===== src/rtl/ahb_switch_in_db.sv =====
// AHB-Lite slave for NUM_IN switch inputs: synchronise, debounce, edge events, W1C status and a level IRQ.
// Optional IRQ_MASK register at 0x14 when SWITCH_IN_IRQ_MASK_EN is defined.
module ahb_switch_in_db #(
  parameter int NUM_IN          = 16,
  parameter int DEBOUNCE_CYCLES = 50000,
  parameter int SYNC_STAGES     = 2
) (
  input  logic              HCLK,
  input  logic              HRESETn,
  input  logic              HSEL,
  input  logic [31:0]       HADDR,
  input  logic [1:0]        HTRANS,
  input  logic              HWRITE,
  input  logic [31:0]       HWDATA,
  input  logic              HREADY,
  output logic              HREADYOUT,
  output logic [31:0]       HRDATA,
  output logic              SWITCH_IRQ,
  input  logic [NUM_IN-1:0] SWITCH
);

  localparam int CW = $clog2(DEBOUNCE_CYCLES);
  localparam logic [CW-1:0] CNT_MAX = CW'(DEBOUNCE_CYCLES - 1);

  localparam logic [2:0] ADDR_DATA   = 3'd0;
  localparam logic [2:0] ADDR_RISE   = 3'd1;
  localparam logic [2:0] ADDR_FALL   = 3'd2;
  localparam logic [2:0] ADDR_STATUS = 3'd3;
  localparam logic [2:0] ADDR_RAW    = 3'd4;
`ifdef SWITCH_IN_IRQ_MASK_EN
  localparam logic [2:0] ADDR_MASK   = 3'd5;
`endif

  logic [NUM_IN-1:0] r_sync [SYNC_STAGES];
  logic [NUM_IN-1:0] r_deb;
  logic [NUM_IN-1:0] r_rise_en;
  logic [NUM_IN-1:0] r_fall_en;
  logic [NUM_IN-1:0] r_status;
  logic [CW-1:0]     r_cnt [NUM_IN];
  logic              r_dp_valid;
  logic              r_dp_write;
  logic [2:0]        r_dp_addr;

  logic [NUM_IN-1:0] w_sync;
  logic [NUM_IN-1:0] w_differ;
  logic [NUM_IN-1:0] w_flip;
  logic [NUM_IN-1:0] w_set;
  logic [NUM_IN-1:0] w_w1c;
  logic [NUM_IN-1:0] w_rdata;
  logic              w_wr;
  logic              w_unused;

  assign HREADYOUT = 1'b1;
  assign w_unused  = ^{HADDR[31:5], HADDR[1:0], HTRANS[0], HWDATA};

  // Synchroniser chain; the last stage is the RAW view.
  always_ff @(posedge HCLK or negedge HRESETn) begin
    if (!HRESETn) begin
      for (int s = 0; s < SYNC_STAGES; s++) r_sync[s] <= '0;
    end else begin
      r_sync[0] <= SWITCH;
      for (int s = 1; s < SYNC_STAGES; s++) r_sync[s] <= r_sync[s-1];
    end
  end

  assign w_sync   = r_sync[SYNC_STAGES-1];
  assign w_differ = w_sync ^ r_deb;

  always_comb begin
    w_flip = '0;
    for (int i = 0; i < NUM_IN; i++) w_flip[i] = w_differ[i] && (r_cnt[i] == CNT_MAX);
  end

  // A level is accepted on the DEBOUNCE_CYCLES-th consecutive differing cycle.
  always_ff @(posedge HCLK or negedge HRESETn) begin
    if (!HRESETn) begin
      r_deb <= '0;
      for (int i = 0; i < NUM_IN; i++) r_cnt[i] <= '0;
    end else begin
      r_deb <= r_deb ^ w_flip;
      for (int i = 0; i < NUM_IN; i++) begin
        if (!w_differ[i] || w_flip[i]) r_cnt[i] <= '0;
        else                           r_cnt[i] <= r_cnt[i] + 1'b1;
      end
    end
  end

  // Address phase capture; the data phase completes on the next HREADY edge.
  always_ff @(posedge HCLK or negedge HRESETn) begin
    if (!HRESETn) begin
      r_dp_valid <= 1'b0;
      r_dp_write <= 1'b0;
      r_dp_addr  <= '0;
    end else if (HREADY) begin
      r_dp_valid <= HSEL & HTRANS[1];
      r_dp_write <= HWRITE;
      r_dp_addr  <= HADDR[4:2];
    end
  end

  assign w_wr  = r_dp_valid & r_dp_write & HREADY;
  assign w_w1c = (w_wr && r_dp_addr == ADDR_STATUS) ? HWDATA[NUM_IN-1:0] : '0;
  // After a flip, deb equals sync, so sync gives the edge direction.
  assign w_set = (w_flip & w_sync & r_rise_en) | (w_flip & ~w_sync & r_fall_en);

  always_ff @(posedge HCLK or negedge HRESETn) begin
    if (!HRESETn) begin
      r_rise_en <= '0;
      r_fall_en <= '0;
      r_status  <= '0;
    end else begin
      if (w_wr && r_dp_addr == ADDR_RISE) r_rise_en <= HWDATA[NUM_IN-1:0];
      if (w_wr && r_dp_addr == ADDR_FALL) r_fall_en <= HWDATA[NUM_IN-1:0];
      r_status <= (r_status & ~w_w1c) | w_set;
    end
  end

`ifdef SWITCH_IN_IRQ_MASK_EN
  logic [NUM_IN-1:0] r_irq_mask;

  always_ff @(posedge HCLK or negedge HRESETn) begin
    if (!HRESETn)                            r_irq_mask <= '0;
    else if (w_wr && r_dp_addr == ADDR_MASK) r_irq_mask <= HWDATA[NUM_IN-1:0];
  end

  assign SWITCH_IRQ = |(r_status & r_irq_mask);
`else
  assign SWITCH_IRQ = |r_status;
`endif

  always_comb begin
    w_rdata = '0;
    case (r_dp_addr)
      ADDR_DATA:   w_rdata = r_deb;
      ADDR_RISE:   w_rdata = r_rise_en;
      ADDR_FALL:   w_rdata = r_fall_en;
      ADDR_STATUS: w_rdata = r_status;
      ADDR_RAW:    w_rdata = w_sync;
`ifdef SWITCH_IN_IRQ_MASK_EN
      ADDR_MASK:   w_rdata = r_irq_mask;
`endif
      default:     w_rdata = '0;
    endcase
  end

  always_comb begin
    HRDATA = '0;
    if (r_dp_valid && !r_dp_write) HRDATA[NUM_IN-1:0] = w_rdata;
  end

endmodule


===== config.mk =====
export PLATFORM = sky130hd
export DESIGN_NAME = ahb_switch_in_db
export DESIGN_NICKNAME = d
export VERILOG_FILES = /design/src/rtl/ahb_switch_in_db.sv
export SDC_FILE = /design/constraint.sdc
export NUM_CORES = 1
export LEC_CHECK = 0
export ABC_AREA = 1
export CORE_UTILIZATION = 55
export CTS_CLUSTER_DIAMETER = 30
export DETAILED_ROUTE_END_ITERATION = 7
export GPL_ROUTABILITY_DRIVEN = 0
export HOLD_SLACK_MARGIN = 0.12
export PLACE_DENSITY = 0.8
export SLEW_MARGIN = 20
export SYNTH_ARGS = -nofsm -noshare
export SYNTH_HDL_FRONTEND = slang
export SYNTH_SLANG_ARGS = --single-unit

===== constraint.sdc =====
create_clock -name HCLK -period 1.7 [get_ports HCLK]
set_clock_uncertainty 0.05 [all_clocks]
set_input_delay 0.17 -clock HCLK [delete_from_list [all_inputs] [get_ports HCLK]]
set_output_delay 0.17 -clock HCLK [all_outputs]
set_load 0.01 [all_outputs]

==> impl_metrics.env <==
export IMPL_clock_tree_root_cell="sky130_fd_sc_hd__clkbuf_16"
export IMPL_crit_path_cell_trace="inv_2 -> buf_6 -> nor3_4 -> buf_6 -> nand2_4 -> nand3_2 -> nor2_1 -> nor2_1 -> buf_4 -> buf_6"
export IMPL_fp_dieH_um=186
export IMPL_detail_route_iter0_violations=1418
export IMPL_pwr_share_comb_pct=6.0
export IMPL_dieWidth_um=186
export IMPL_maxClockFrequency_mhz=431
export IMPL_timing_hold_worst_class="in2reg"
export IMPL_crit_path_top_delay_cell="sky130_fd_sc_hd__dfrtp_1"
export IMPL_critical_path_required_ns=1.48
export IMPL_net_switching_fraction_of_the_power_pct=22.8
export IMPL_grt_max_degree=84
export IMPL_clock_latency_ns=0.58
export IMPL_critical_path_peak_fanout=6
export IMPL_static_leakage_power_nw=10.9
export IMPL_synth_area_per_cell_um2=7.45
export IMPL_pre_cts_ws_ns=-0.494
export IMPL_synth_top_cell_area_share_pct=47.8
export IMPL_synthTopCellsByArea="sky130_fd_sc_hd__dfrtp_1, sky130_fd_sc_hd__nand2_1, sky130_fd_sc_hd__nor2_1"
export IMPL_number_of_buffers_on_the_longest_clock_path=3
export IMPL_start_kind="flop"
export IMPL_synth_top_area_cell="sky130_fd_sc_hd__dfrtp_1"
export IMPL_floorplan_initialDensity_pct=55.9
export IMPL_clkSlewWorstSetupHoldPaths_ns=0.05
export IMPL_postSynthRegisterBits=357
export IMPL_layout_worst_path_cycle_share_pct=136
export IMPL_path_common_cell="sky130_fd_sc_hd__buf_6"
export IMPL_cts_tree="built"
export IMPL_drv_slew=0
export IMPL_hold_viol_final=0
export IMPL_detail_route_antenna_nets=0
export IMPL_power_density_cell_area_mw_per_mm2=1090
export IMPL_critical_path_max_stage_delay_ns=0.39
export IMPL_remaining_drc_errors=0
export IMPL_top_level_ports=121
export IMPL_cp_num_buf_inv=5
export IMPL_cp_arrival_ns=2.10
export IMPL_final_util_pct=71.5
export IMPL_fill_cells=2397
export IMPL_globalRoute_totalOverflow=0
export IMPL_setup_ws_final_ns=-0.619
export IMPL_synth_sequential_area_ratio_pct=47.8
export IMPL_grt_antenna_before_repair=2
export IMPL_cts_htree_levels=3
export IMPL_cpLargestDelayFamily="buffers and inverters"
export IMPL_internal_power_mw=20.2
export IMPL_pwr_share_clk_pct=58.7
export IMPL_detailed_place_hpwl_mm=31.7
export IMPL_fraction_of_final_layout_cells_with_drive_strength_greater_than_1_pct=13.2
export IMPL_synth_cell_area_mm2=0.0187
export IMPL_placement_rows=67
export IMPL_total_vias_in_the_final_route=17700
export IMPL_grt_first_pass_wirelength_mm=80.1
export IMPL_switching_power_mw=5.95
export IMPL_tightest_slew_ns=0.652
export IMPL_synth_cell_types=33
export IMPL_grt_total_usage_pct=27.8
export IMPL_ir_drop_mv=0.815
export IMPL_rsz0062_at_grt="true"
export IMPL_core_footprint_mm2=0.0334
export IMPL_cts_sinks=357
export IMPL_io_buffer_count=57
export IMPL_first_pass_iters=6
export IMPL_avgRoutedWirePerCell_um=14.8
export IMPL_maxSlewHeadroom_pct=56.4
export IMPL_violations="setup timing"
export IMPL_min_period_ns=2.32
export IMPL_cts_buffers_inserted=76
export IMPL_setup_viol_count_final=17
export IMPL_cap_violations=0
export IMPL_grt_pass1_vias=17200
export IMPL_die_area_mm2=0.0347
export IMPL_run_status="finished, violations left"
export IMPL_syn2layout_area_growth_pct=27.9
export IMPL_wl_mm=48.4
export IMPL_routed_via_density=5.42
export IMPL_synth_warnings=0
export IMPL_power_mw=26.2
export IMPL_syn_instance_count=2509
export IMPL_critical_path_endpoint_type="primary output"
export IMPL_hold_slack_ns=0.141
export IMPL_fin_nets=2855
export IMPL_timing_worst_setup_path_type="reg2out"
export IMPL_seqPwrFrac_pct=35.3
## Yosys cell counts (all sizes together)
cell type	count
xnor2	23
o22a	14
nor4	2
o21bai	21
nor2b	8
clkbuf	3
a31oi	1
inv	259
nor2	604
nand2	645
nand4	91
nand3	174
xor2	64
nor3b	1
a21oi	28
ha	16
o22ai	6
dfrtp	357
buf	44
conb	2
nor3	24
o21ai	122
## metrics by stage
| step | area (µm²) | setup TNS, ns | instances |
|---|---|---|---|
| final | 23900 | -9.69 | 3259 |
| after global routing | 23900 | -10.64 | 3258 |
| after CTS | 23600 | -11.87 | 3253 |
| after detailed placement | 20600 | -7.26 | 3090 |
| after global placement | 20600 | -5.92 | 3090 |
| after floorplan | 18700 | 0 | 2524 |
## logic make-up (layout without fill, tap and decap cells)
group                    count (synthesis)  in the layout  synth area share, %
adder cells (fa/ha/maj)                 16             16                 1.07
XOR/XNOR                                87             87                 4.08
buffers and inverters                  306            590                 7.01
flip-flops                             357            357                 47.8
other                                    2             18               0.0402
AO/OA/AOI/OAI                          192            192                 5.87
AND/OR/NAND/NOR                       1549           1551                 34.1
## state kept, by name, indices dropped and copies added (netlist names), named ones only
signal and count:
r_sync 16, w_sync 16, r_dp_write 1, r_cnt 256, r_dp_addr 3, r_rise_en 16, r_fall_en 16, r_status 16
r_dp_valid 1
## repair_timing
item | CTS | global route
endpoints found under the setup margin | 17 | 136
hold buffers | 18 | 0
cloned | 1 | 2
buffers inserted | 8 | 3
pin swaps | 31 | 23
resized for setup | 117 | 61
hold endpoints to repair | 373 | 0
## cell usage in the layout (no fill, tap or decap), drive strengths merged, types with 10 or more instances in the layout
cell | Yosys | routed
a21oi | 28 | 28
buf | 44 | 139
clkbuf | 3 | 97
clkdlybuf4s50 | 0 | 39
dlygate4sd3 | 0 | 17
nand4 | 91 | 91
ha | 16 | 16
bufinv | 0 | 11
xor2 | 64 | 64
o22a | 14 | 14
nor2 | 604 | 604
o21bai | 21 | 21
inv | 259 | 260
o21ai | 122 | 122
conb | 2 | 17
nand2 | 645 | 647
clkinv | 0 | 17
dfrtp | 357 | 357
xnor2 | 23 | 23
nand3 | 174 | 174
clkinvlp | 0 | 10
nor3 | 24 | 24
## metal layers
layer	track usage, %	up-vias	share of wire (%)
li1	-	8457	-
met1	34.5	8333	40
met2	46.8	721	49
met3	5.12	145	6.8
met4	13.4	2	3.9
met5	0	-	0.027
## final cells by class
class,instances,area [µm²],share of cell area (%)
multi-input combinational,1863,8830,36.9
inverter,259,975,4.08
tap,448,561,2.35
timing repair buffer,195,1910,7.97
clock inverter,39,514,2.15
clock buffer,97,2180,9.11
antenna,1,2.50,0.0105
sequential,357,8940,37.4
## power by group through the flow
| stage | combinational (mW) | sequential, mW | clock (mW) |
|---|---|---|---|
| floorplan | 0.730 | 9.20 | 0 |
| global placement | 1.33 | 9.29 | 0 |
| detailed placement | 1.38 | 9.30 | 0 |
| CTS | 1.50 | 9.19 | 15.5 |
| global route | 1.74 | 9.25 | 15.9 |
| finish | 1.57 | 9.23 | 15.3 |
## final timing paths
kind | from | to | slack (ns) | cells after the start
max reg2reg | r_dp_addr[1]$_DFFE_PN0P_ | r_fall_en[1]$_DFFE_PN0P_ | 0.01 | 9
max in group asynchronous | HRESETn | r_cnt[127]$_DFF_PN0_ | 0.95 | 3
min in group asynchronous | HRESETn | r_cnt[253]$_DFF_PN0_ | 0.15 | 3
min | HTRANS[1] | r_dp_valid$_DFFE_PN0P_ | 0.14 | 3
max | r_dp_addr[1]$_DFFE_PN0P_ | HRDATA[9] | -0.62 | 10
min reg2reg | r_sync[16]$_DFF_PN0_ | w_sync[0]$_DFF_PN0_ | 0.29 | 0
## worst reg2reg max path: stages, from the launching register on
cell	delay [ns]
sky130_fd_sc_hd__dfrtp_1	0.39
sky130_fd_sc_hd__inv_2	0.09
sky130_fd_sc_hd__buf_6	0.13
sky130_fd_sc_hd__nor3_4	0.22
sky130_fd_sc_hd__buf_6	0.19
sky130_fd_sc_hd__buf_4	0.13
sky130_fd_sc_hd__nand2_4	0.07
sky130_fd_sc_hd__buf_12	0.16
sky130_fd_sc_hd__nand2_1	0.09
sky130_fd_sc_hd__o21ai_2	0.06
Note: power is estimated with default switching activity, not from simulation.
